File: src/rtl/buffer_uart_tx_pkg.sv
// Shared types and framing constants for the buffer-to-host UART transmitter.
package buffer_uart_tx_pkg;

  typedef enum logic [1:0] {
    IDLE  = 2'd0,
    START = 2'd1,
    DATA  = 2'd2,
    STOP  = 2'd3
  } tx_state_e;

  localparam logic FIRST_BYTE_MARK  = 1'b1;
  localparam logic SECOND_BYTE_MARK = 1'b0;
  localparam logic UART_IDLE        = 1'b1;

  localparam int unsigned DEFAULT_CLKS_PER_BIT = 868;
  localparam int unsigned CNT_W                = 16;

endpackage

File: src/rtl/buffer_uart_tx_byte.sv
// Single 8N1 frame engine: start bit, 8 data bits LSB first, stop bit.
module uart_tx_byte
  import buffer_uart_tx_pkg::*;
#(
  parameter int unsigned CLKS_PER_BIT = DEFAULT_CLKS_PER_BIT
) (
  input  logic       clk,
  input  logic       rst,
  input  logic       start,
  input  logic [7:0] byte_in,
  input  logic       short_stop,
  output logic       tx,
  output logic       done_c
);

  localparam int unsigned BAUD_W = $clog2(CLKS_PER_BIT);
  localparam logic [BAUD_W-1:0] BAUD_LAST       = BAUD_W'(CLKS_PER_BIT - 1);
  localparam logic [BAUD_W-1:0] BAUD_LAST_SHORT = BAUD_W'(CLKS_PER_BIT - 2);

  tx_state_e         state, state_n;
  logic [BAUD_W-1:0] baud, baud_n;
  logic [2:0]        bit_idx, bit_idx_n;
  logic [7:0]        shreg, shreg_n;
  logic              tx_n;
  logic              bit_end;
  logic [BAUD_W-1:0] stop_last;

  always_ff @(posedge clk) begin
    if (!rst) begin
      state   <= IDLE;
      baud    <= '0;
      bit_idx <= '0;
      shreg   <= '0;
      tx      <= UART_IDLE;
    end else begin
      state   <= state_n;
      baud    <= baud_n;
      bit_idx <= bit_idx_n;
      shreg   <= shreg_n;
      tx      <= tx_n;
    end
  end

  // A short stop lets the caller's idle cycle complete the final stop bit.
  always_comb begin
    state_n   = state;
    baud_n    = baud + BAUD_W'(1);
    bit_idx_n = bit_idx;
    shreg_n   = shreg;
    tx_n      = tx;
    done_c    = 1'b0;
    bit_end   = (baud == BAUD_LAST);
    stop_last = short_stop ? BAUD_LAST_SHORT : BAUD_LAST;

    case (state)
      IDLE: begin
        baud_n = '0;
        tx_n   = UART_IDLE;
        if (start) begin
          state_n = START;
          shreg_n = byte_in;
          tx_n    = 1'b0;
        end
      end
      START: begin
        if (bit_end) begin
          state_n   = DATA;
          baud_n    = '0;
          bit_idx_n = '0;
          tx_n      = shreg[0];
          shreg_n   = {1'b0, shreg[7:1]};
        end
      end
      DATA: begin
        if (bit_end) begin
          baud_n = '0;
          if (bit_idx == 3'd7) begin
            state_n = STOP;
            tx_n    = UART_IDLE;
          end else begin
            bit_idx_n = bit_idx + 3'd1;
            tx_n      = shreg[0];
            shreg_n   = {1'b0, shreg[7:1]};
          end
        end
      end
      STOP: begin
        if (baud == stop_last) begin
          done_c = 1'b1;
          baud_n = '0;
          if (start) begin
            state_n = START;
            shreg_n = byte_in;
            tx_n    = 1'b0;
          end else begin
            state_n = IDLE;
          end
        end
      end
      default: state_n = IDLE;
    endcase
  end

endmodule

File: src/rtl/buffer_uart_tx.sv
// Drains the sample buffer one word at a time and sends each word as two UART bytes.
module buffer_uart_tx
  import buffer_uart_tx_pkg::*;
#(
  parameter int unsigned DATA_WIDTH   = 9,
  parameter int unsigned CLKS_PER_BIT = DEFAULT_CLKS_PER_BIT
) (
  input  logic                  clk,
  input  logic                  rst,
  input  logic [DATA_WIDTH-1:0] data_in,
  input  logic                  data_in_valid,
  output logic                  data_read,
  output logic                  tx,
  output logic                  busy,
  output logic [CNT_W-1:0]      word_cnt
);

  localparam int unsigned LOW_W = DATA_WIDTH - 7;

  logic [LOW_W-1:0] low_q, low_q_n;
  logic             byte_idx, byte_idx_n;
  logic             busy_n;
  logic             data_read_n;
  logic [CNT_W-1:0] word_cnt_n;
  logic             accept;
  logic             start;
  logic             frame_done;
  logic [7:0]       byte_sel;

  always_ff @(posedge clk) begin
    if (!rst) begin
      low_q     <= '0;
      byte_idx  <= 1'b0;
      busy      <= 1'b0;
      data_read <= 1'b0;
      word_cnt  <= '0;
    end else begin
      low_q     <= low_q_n;
      byte_idx  <= byte_idx_n;
      busy      <= busy_n;
      data_read <= data_read_n;
      word_cnt  <= word_cnt_n;
    end
  end

  // Byte 0 goes straight from data_in so tx falls on the accepting edge.
  always_comb begin
    low_q_n     = low_q;
    byte_idx_n  = byte_idx;
    busy_n      = busy;
    data_read_n = 1'b0;
    word_cnt_n  = word_cnt;
    accept      = !busy && data_in_valid;
    start       = 1'b0;
    byte_sel    = {SECOND_BYTE_MARK, 7'(low_q)};

    if (accept) begin
      start       = 1'b1;
      byte_sel    = {FIRST_BYTE_MARK, data_in[DATA_WIDTH-1 -: 7]};
      low_q_n     = data_in[LOW_W-1:0];
      byte_idx_n  = 1'b0;
      busy_n      = 1'b1;
      data_read_n = 1'b1;
    end else if (busy && frame_done) begin
      if (!byte_idx) begin
        start      = 1'b1;
        byte_idx_n = 1'b1;
      end else begin
        busy_n     = 1'b0;
        word_cnt_n = word_cnt + CNT_W'(1);
      end
    end
  end

  uart_tx_byte #(
    .CLKS_PER_BIT (CLKS_PER_BIT)
  ) u_byte (
    .clk        (clk),
    .rst        (rst),
    .start      (start),
    .byte_in    (byte_sel),
    .short_stop (byte_idx),
    .tx         (tx),
    .done_c     (frame_done)
  );

endmodule

File: config.mk
export PLATFORM = sky130hd
export DESIGN_NAME = buffer_uart_tx
export DESIGN_NICKNAME = d
export VERILOG_FILES = /design/src/rtl/buffer_uart_tx_pkg.sv /design/src/rtl/buffer_uart_tx_byte.sv /design/src/rtl/buffer_uart_tx.sv
export SDC_FILE = /design/constraint.sdc
export NUM_CORES = 1
export LEC_CHECK = 0
export CAP_MARGIN = 20
export CORE_ASPECT_RATIO = 0.75
export CORE_MARGIN = 3
export CORE_UTILIZATION = 41
export DETAILED_ROUTE_END_ITERATION = 8
export GPL_TIMING_DRIVEN = 0
export PLACE_DENSITY = 0.67
export SYNTH_ARGS = -nofsm -noshare
export SYNTH_HDL_FRONTEND = slang
export SYNTH_SLANG_ARGS = --single-unit
File: constraint.sdc
create_clock -name clk -period 2.1 [get_ports clk]
set_input_delay 0.42 -clock clk [delete_from_list [all_inputs] [get_ports clk]]
set_output_delay 0.42 -clock clk [all_outputs]
set_load 0.01 [all_outputs]
# Yosys cells after proc, flatten, opt, wreduce, memory -nomap -nowiden
# Cells that the tools add are included.
# Widths: inputs -> output; s select.
[classes] addsub=3 n_eq_ne=13 mux=38 n_bitwise=2 n_reduce_logical=15
[op_table] op="$mux 8" n=6
[op_table] op="$pmux 8 s4" n=1
[op_table] op="$pmux 10 s3" n=1
[op_table] op="$mux 10" n=2
[op_table] op="$mux 1" n=17
[op_table] op="$add 16x1->16 const B" n=1
[op_table] op="$reduce_and 4->1" n=3
[op_table] op="$add 10x1->10 const B" n=1
[op_table] op="$eq 10x10->1" n=1
[op_table] op="$eq 10x10->1 const B" n=1
[op_table] op="$mux 2" n=5
[op_table] op="$mux 3" n=3
[op_table] op="$ne 2x1->1 const B" n=4
[op_table] op="$pmux 2 s4" n=1
[op_table] op="$ne 2x2->1 const B" n=3
[op_table] op="$pmux 3 s2" n=1
[op_table] op="$reduce_bool 2->1" n=3
[op_table] op="$reduce_and 5->1" n=1
[op_table] op="$eq 2x2->1 const B" n=2
[op_table] op="$pmux 1 s4" n=1
[op_table] op="$reduce_or 2->1" n=2
[op_table] op="$add 3x1->3 const B" n=1
[op_table] op="$eq 3x3->1 const B" n=1
[op_table] op="$reduce_and 3->1" n=1
[op_table] op="6 further kinds" n=8
[word_totals] regBits=45 elab_cells=81

# Longest topological paths before layout
# Gate-level depths: netlist (run 1).
[depth] ltp_word=10 ltp_mapped=8 ltp_nobuf=7

# Modules after synthesis
# Synthesis (run 1) repeated with hierarchy kept, for this count alone.
[hier_totals] cells_unflattened=263 area_unflattened_um2=2386.0
[by_module_without_submodules] mod="uart_tx_byte" instances=1 cells_per_inst=151 area_each_um2=1365.1
[by_module_without_submodules] mod="buffer_uart_tx" instances=1 cells_per_inst=112 area_each_um2=1021.0

# Worst setup path before layout (run 1)
# No wires, ideal clock.
[synth_timing] path_type="reg-to-reg" start="reg u_byte.baud[2]" end="reg u_byte.shreg[6]" setup_time_ns=0.079 arrival_time_ns=1.826 required_time_ns=2.021 setup_slack_ns=0.195 path_stages_with_launch=7 cell_sequence="dfxtp_1 -> nor4b_4 -> a41oi_1 -> a311oi_4 -> buf_6 -> nor2_1 -> a211oi_2"
[synth_between] elab_chain_len=9 word_cells_on_any_way=14 classes_between="5 x eq/ne; 7 x mux; 2 x reduce/logical"
[synth_rtl] element="start, declared" line_no="buffer_uart_tx_byte.sv:21" rtl="logic [BAUD_W-1:0] baud, baud_n;"
[synth_rtl] element="start signal, assigned" line_no="buffer_uart_tx_byte.sv:37" rtl="baud <= baud_n;"
[synth_rtl] element="$eq 10x10->1" line_no="buffer_uart_tx_byte.sv:88" rtl="if (baud == stop_last) begin"
[synth_rtl] element="$mux 1" line_no="buffer_uart_tx_byte.sv:88"
[synth_rtl] element="$mux 1" line_no="buffer_uart_tx_byte.sv:55" rtl="case (state)"
[synth_rtl] element="$logic_and 1x1->1" line_no="buffer_uart_tx.sv:64" rtl="end else if (busy && frame_done) begin"
[synth_rtl] element="$mux 1" line_no="buffer_uart_tx.sv:64"
[synth_rtl] element="$mux 1" line_no="buffer_uart_tx.sv:57" rtl="if (accept) begin"
[synth_rtl] element="$mux 8 (2 in a row)"
[synth_rtl] element="$pmux 8 s4"
[synth_rtl] element="end signal, assigned" line_no="buffer_uart_tx_byte.sv:39" rtl="shreg <= shreg_n;"
[synth_rtl] element="end, declared" line_no="buffer_uart_tx_byte.sv:23" rtl="logic [7:0] shreg, shreg_n;"
# Parallel ways exist; a longest one is shown, timed or not. The select of a mux whose other input is x is not followed.
# A chain may end at the register's enable or synchronous reset.

# Final worst setup path (run 1)
[layout_timing] start="reg u_byte.baud[7]" end="reg word_cnt[7]"
[layout_between] elab_chain_len=5
[layout_rtl] element="$eq 10x10->1" line_no="buffer_uart_tx_byte.sv:88"
[layout_rtl] element="$mux 1" line_no="buffer_uart_tx_byte.sv:88"
[layout_rtl] element="$mux 1" line_no="buffer_uart_tx_byte.sv:55"
[layout_rtl] element="$logic_and 1x1->1" line_no="buffer_uart_tx.sv:64"
[layout_rtl] element="$reduce_and 3->1 (no source line)"
[layout_rtl] element="end signal, assigned" line_no="buffer_uart_tx.sv:42" rtl="word_cnt <= word_cnt_n;"
[layout_rtl] element="end, declared" line_no="buffer_uart_tx.sv:15" rtl="output logic [CNT_W-1:0] word_cnt"
# Every way passes these cells.

==> results of run 1 <==
state kept, by name, indices dropped and copies added, names as in the netlist:
signal and flops:
u_byte.bit_idx 3, byte_idx 1, data_read 1, busy 1
u_byte.tx 1, u_byte.state 2, u_byte.baud 10, u_byte.shreg 8
low_q 2, word_cnt 16
layer usage:
| layer | vias up | wire length [um] | global-route usage [%] |
|---|---|---|---|
| li1 | 1009 | - | - |
| met2 | 35 | 2290 | 26.2 |
| met4 | 0 | 22 | 4.85 |
| met1 | 889 | 2530 | 21.4 |
| met3 | 2 | 200 | 3.77 |
| met5 | - | 0 | 0 |
area by class of cell:
cell class              count  area, um^2  share of cell area, %
multi-input cells         193        1270                   46.2
flip-flops and latches     45         901                   32.7
repair buffers             32         313                   11.3
well taps                  72        90.1                   3.27
clock buffers               7        86.3                   3.13
plain buffers              10        47.5                   1.72
inverters                  12        45.0                   1.63
Yosys cell counts (2+ instances only):
library cell | n | share of area [%]
o211ai_1 | 2 | 0.67
or4_1 | 2 | 0.67
and4b_1 | 2 | 0.90
xor2_1 | 10 | 3.9
nand3_1 | 15 | 3.4
o31ai_1 | 2 | 0.67
xnor2_1 | 11 | 4.3
and4_1 | 3 | 1.2
dfxtp_1 | 45 | 40
o2111ai_1 | 2 | 0.78
nor2_1 | 34 | 5.7
o21ai_0 | 5 | 1.1
ha_1 | 9 | 5.0
and3_1 | 7 | 2.0
or3_1 | 3 | 0.84
nand2_1 | 25 | 4.2
a211oi_1 | 4 | 1.3
inv_1 | 12 | 2.0
a21oi_1 | 19 | 4.3
nand2b_1 | 2 | 0.56
nor4_1 | 5 | 1.4
clkbuf_1 | 11 | 1.8
nand4_1 | 9 | 2.5
nor3_1 | 5 | 1.1
worst max-delay path: cells and delay by family, from the launching register on:
| kind | cells | cell delay, ns |
|---|---|---|
| xor gates and xnor gates | 1 | 0.16 |
| buffers and inverters | 2 | 0.35 |
| DFF | 1 | 0.36 |
| and+or+nand+nor | 4 | 0.96 |
power by group through the flow:
| stage | clock network, mW | registers, mW | logic, mW |
|---|---|---|---|
| after global routing | 0.585 | 1.06 | 0.899 |
| final | 0.540 | 1.04 | 0.802 |
| after global placement | 0 | 1.06 | 0.752 |
| after CTS | 0.560 | 1.04 | 0.772 |
| after detailed placement | 0 | 1.06 | 0.765 |
| after floorplan | 0 | 1.05 | 0.586 |
worst min-delay path by stage:
| stage | start | end | slack, ns | cells past startpoint |
|---|---|---|---|---|
| 6_report | u_byte.shreg[1]$_SDFFE_PN0P_ | u_byte.shreg[1]$_SDFFE_PN0P_ | 0.46 | 2 |
| 3_3_place_gp | u_byte.bit_idx[2]$_SDFFE_PN0P_ | u_byte.bit_idx[2]$_SDFFE_PN0P_ | 0.45 | 2 |
| 5_1_grt | u_byte.bit_idx[1]$_SDFFE_PN0P_ | u_byte.bit_idx[1]$_SDFFE_PN0P_ | 0.48 | 2 |
| 4_1_cts | u_byte.shreg[1]$_SDFFE_PN0P_ | u_byte.shreg[1]$_SDFFE_PN0P_ | 0.47 | 2 |
| 2_1_floorplan | u_byte.bit_idx[1]$_SDFFE_PN0P_ | u_byte.bit_idx[1]$_SDFFE_PN0P_ | 0.44 | 2 |
| 3_5_place_dp | u_byte.bit_idx[1]$_SDFFE_PN0P_ | u_byte.bit_idx[1]$_SDFFE_PN0P_ | 0.46 | 2 |
cells by family after synthesis:
group / Yosys count
compound gates: 45
xor+xnor: 21
fa+ha+maj: 9
buf+inv: 25
flops: 45
simple gates: 118
timing repair:
| action | in CTS | in global routing |
|---|---|---|
| hold buffers | 0 | 0 |
| pin swaps | 2 | 1 |
| setup buffers | 2 | 1 |
| setup endpoints to repair | 17 | 22 |
| hold endpoints to repair | 0 | 0 |
| cloned | 0 | 0 |
| gates resized for setup | 1 | 7 |
==> results, run 1 <==
- The run finished with clean final reports.
- The top cell types in the final layout, fill and taps aside, are dfxtp_1, nor2_1, clkdlybuf4s50_1.
- The total wirelength of the detailed-routed design is 5.04 mm.
- The total congestion overflow is 0.
- The cell count after placement is 364.
- Counting flops and latches in the post-synthesis netlist gives 45.
- Tracing the worst setup path back leads to its startpoint at u_byte.baud[7]$_SDFF_PN0_.
- After synthesis, the share of cell area in mux cells is 0%.
- On the critical path, the stage with the largest delay is an instance of nor4_1.
- The initial antenna violation count is 0.
- The worst reg-to-reg path cell count is 7.
- The critical path goes through nor4b_4 -> buf_4 -> buf_4 -> nand4_1 -> nor4_1 -> xnor2_1 -> nor2_1.
- The insertion delay to the later sink of the worst-skew pair is 0.29 ns.
- The first detailed-routing pass ran for 5 iterations.
- Along the worst path, the maximum fanout reaches 7.
- The number of hold violations in the final report came to 0.
- The largest stage delay on the critical path is 0.40 ns.
- The number of DRC markers after the initial detailed-route iteration is 87.
- The number of nets in the synthesized netlist is 284.
- The core footprint is 0.00506 mm^2.
- After detailed routing, the average wire length per cell comes to 13.6 um.
- The end of the critical path is word_cnt[7]$_SDFFE_PN0P_.
- The share of the clock period used by the worst path is 94.1%.
- The aggregate negative setup slack is 0 ns.
- In this run the remaining antenna-violating nets after routing total 0.
- The count of buffers added on input and output ports is 29.
- The power density over cell area is 863 mW/mm^2.
- The via count of the first global-routing pass is 1891.
- The analysis attributes to cell leakage a power of 0.994 nW.
- The clock share of power is 22.7%.
- On the final layout, the worst clock skew is 0.00709 ns.
- The filler cells instantiated in the layout total 491.
- The basic-gate share of the synthesized area counting and, or, nand and nor cells is 27.3%.
- The count of placed standard cells in the final layout, fillers left out is 371.
- The register-to-register setup slack is 0.12 ns.
- Summing the areas of all compound-gate instances in the mapped netlist gives 14.5% of the synthesized area.
- The post-layout minimum cycle time is 1.98 ns.
- The internal power of the cells totals 1.58 mW.
- The top-level I/O count is 31.
- The H-tree was split into 2 levels.
- The deepest clock path buffer count is 2.
- The launch point of the worst reg-to-reg path is u_byte.baud[7]$_SDFF_PN0_.
- The number of sinks handled by clock tree synthesis is 45.
- After synthesis the cells add up to 0.00224 mm^2.
- In this run the clock root is driven by a clkbuf_8.
- Registers are responsible for 43.7% of the overall power.
- The initial utilization of the core area, before any placement, comes to 44.1%.
- The fraction of synthesized cell area in xor and xnor cells is 8.23%.
- Prior to clock tree synthesis, the placed netlist has a worst setup slack of -0.147 ns.
- The number of buffers created by CTS is 5.
- In the routed layout, each cell is associated on average with a via count of 5.22.
- With fillers left out, the area of the finished cells amounts to 0.00276 mm^2.
- The critical path is of the reg2reg type.
- The Yosys step of the flow raised 0 warnings.
- The last weighted congestion value of the routability-driven placer is 0.877.
- In this run the mean area of a mapped cell was 8.50 um^2.
- The number of design rule violations left after detail routing is 0.
- The worst hold slack across all endpoints is 0.460 ns.
- The count of cell types in the netlist is 43.
- The area growth from synthesis to layout is 23.3%.
- The cell row count is 22.
- The switching power share of the total is 33.7%.
- The largest net degree at the start of global routing is 13.
- In the synthesized netlist the dominant register cell turns out to be dfxtp_1.
- By area, the combinational part of the netlist is dominated by simple AND/OR/NAND/NOR gates.
- The die outline height is 70.0 um.
- The floorplan step defined a die boundary enclosing 0.00638 mm^2.
- Setup violations remaining at the end of the flow were counted as 0.
- The cell that appears most often on the critical path is buf_4.
- Summed over all nets, the half-perimeter wirelength after detailed placement is 3.58 mm.
- The number of nets at the end of the flow is 320.
- The post-layout worst setup margin is 0.124 ns.
- The category of the worst setup path capture point is a register.
- The sort of element at the start of the critical path is a register.
- After clock tree synthesis, the clock-pin slew on the worst setup and hold paths is 0.08 ns.
- TritonCTS built the clock tree.
- The arrival time at the worst endpoint is 2.13 ns.
- In this run the critical register-to-register path is captured at word_cnt[7]$_SDFFE_PN0P_.
- The number of antenna diodes in the final layout is 0.
- The maximum vdd drop is 0.591 mV.
- The number of flops mapped to enable cells by yosys is 0.
- The data required time at the worst endpoint is 2.26 ns.
- Once placement finished, the instance area stood at 0.00262 mm^2.
- The final core area utilization is 54.4%.
- Of the synthesized area, sequential elements account for 40.3%.
- The highest attainable clock frequency is 0.506 GHz.
- Summing the areas of all fa, ha and maj instances in the mapped netlist gives 5.04% of the synthesized area.
- Synthesis produced 263 cells.
- The number of pins with negative max-slew slack in the final report was 0.
- Global routing used 16.2% of the available tracks across all layers.
- The worst slew slack as a fraction of its limit is 61.8%.
- Per report_power, the combinational group accounts for 33.7% of the total.
- Detailed routing inserted a total of 1935 vias.
- The total of max-cap violations is 0.
- Summed over all nets, the switching power comes to 0.803 mW.
- The proportion of synthesized flip-flops having asynchronous set or reset is 0%.
- The tightest min-delay check is of the reg2reg type.
- From left edge to right edge, the die measures 91.3 um.
- At the pin with the least slew margin, the transition time is 0.573 ns.
- The proportion of layout cells with a drive suffix above 1 is 7.69%.
- The total power consumption of the routed design is 2.38 mW.
- The leading cell type in the layout, fill and taps excluded is dfxtp_1.
- The first global-routing pass estimated 8.62 mm of wire.
(Power assumes the default switching activity.)
==> inputs of run 2 (changes only) <==
--- a/config.mk
+++ b/config.mk
@@ -11,6 +11,7 @@
 export CORE_UTILIZATION = 41
 export DETAILED_ROUTE_END_ITERATION = 8
 export GPL_TIMING_DRIVEN = 0
+export HOLD_SLACK_MARGIN = 0.1
 export PLACE_DENSITY = 0.67
 export SYNTH_ARGS = -nofsm -noshare
 export SYNTH_HDL_FRONTEND = slang
==> results of run 2 <==
The final DEF is identical to that of run 1; final timing and power are the same.
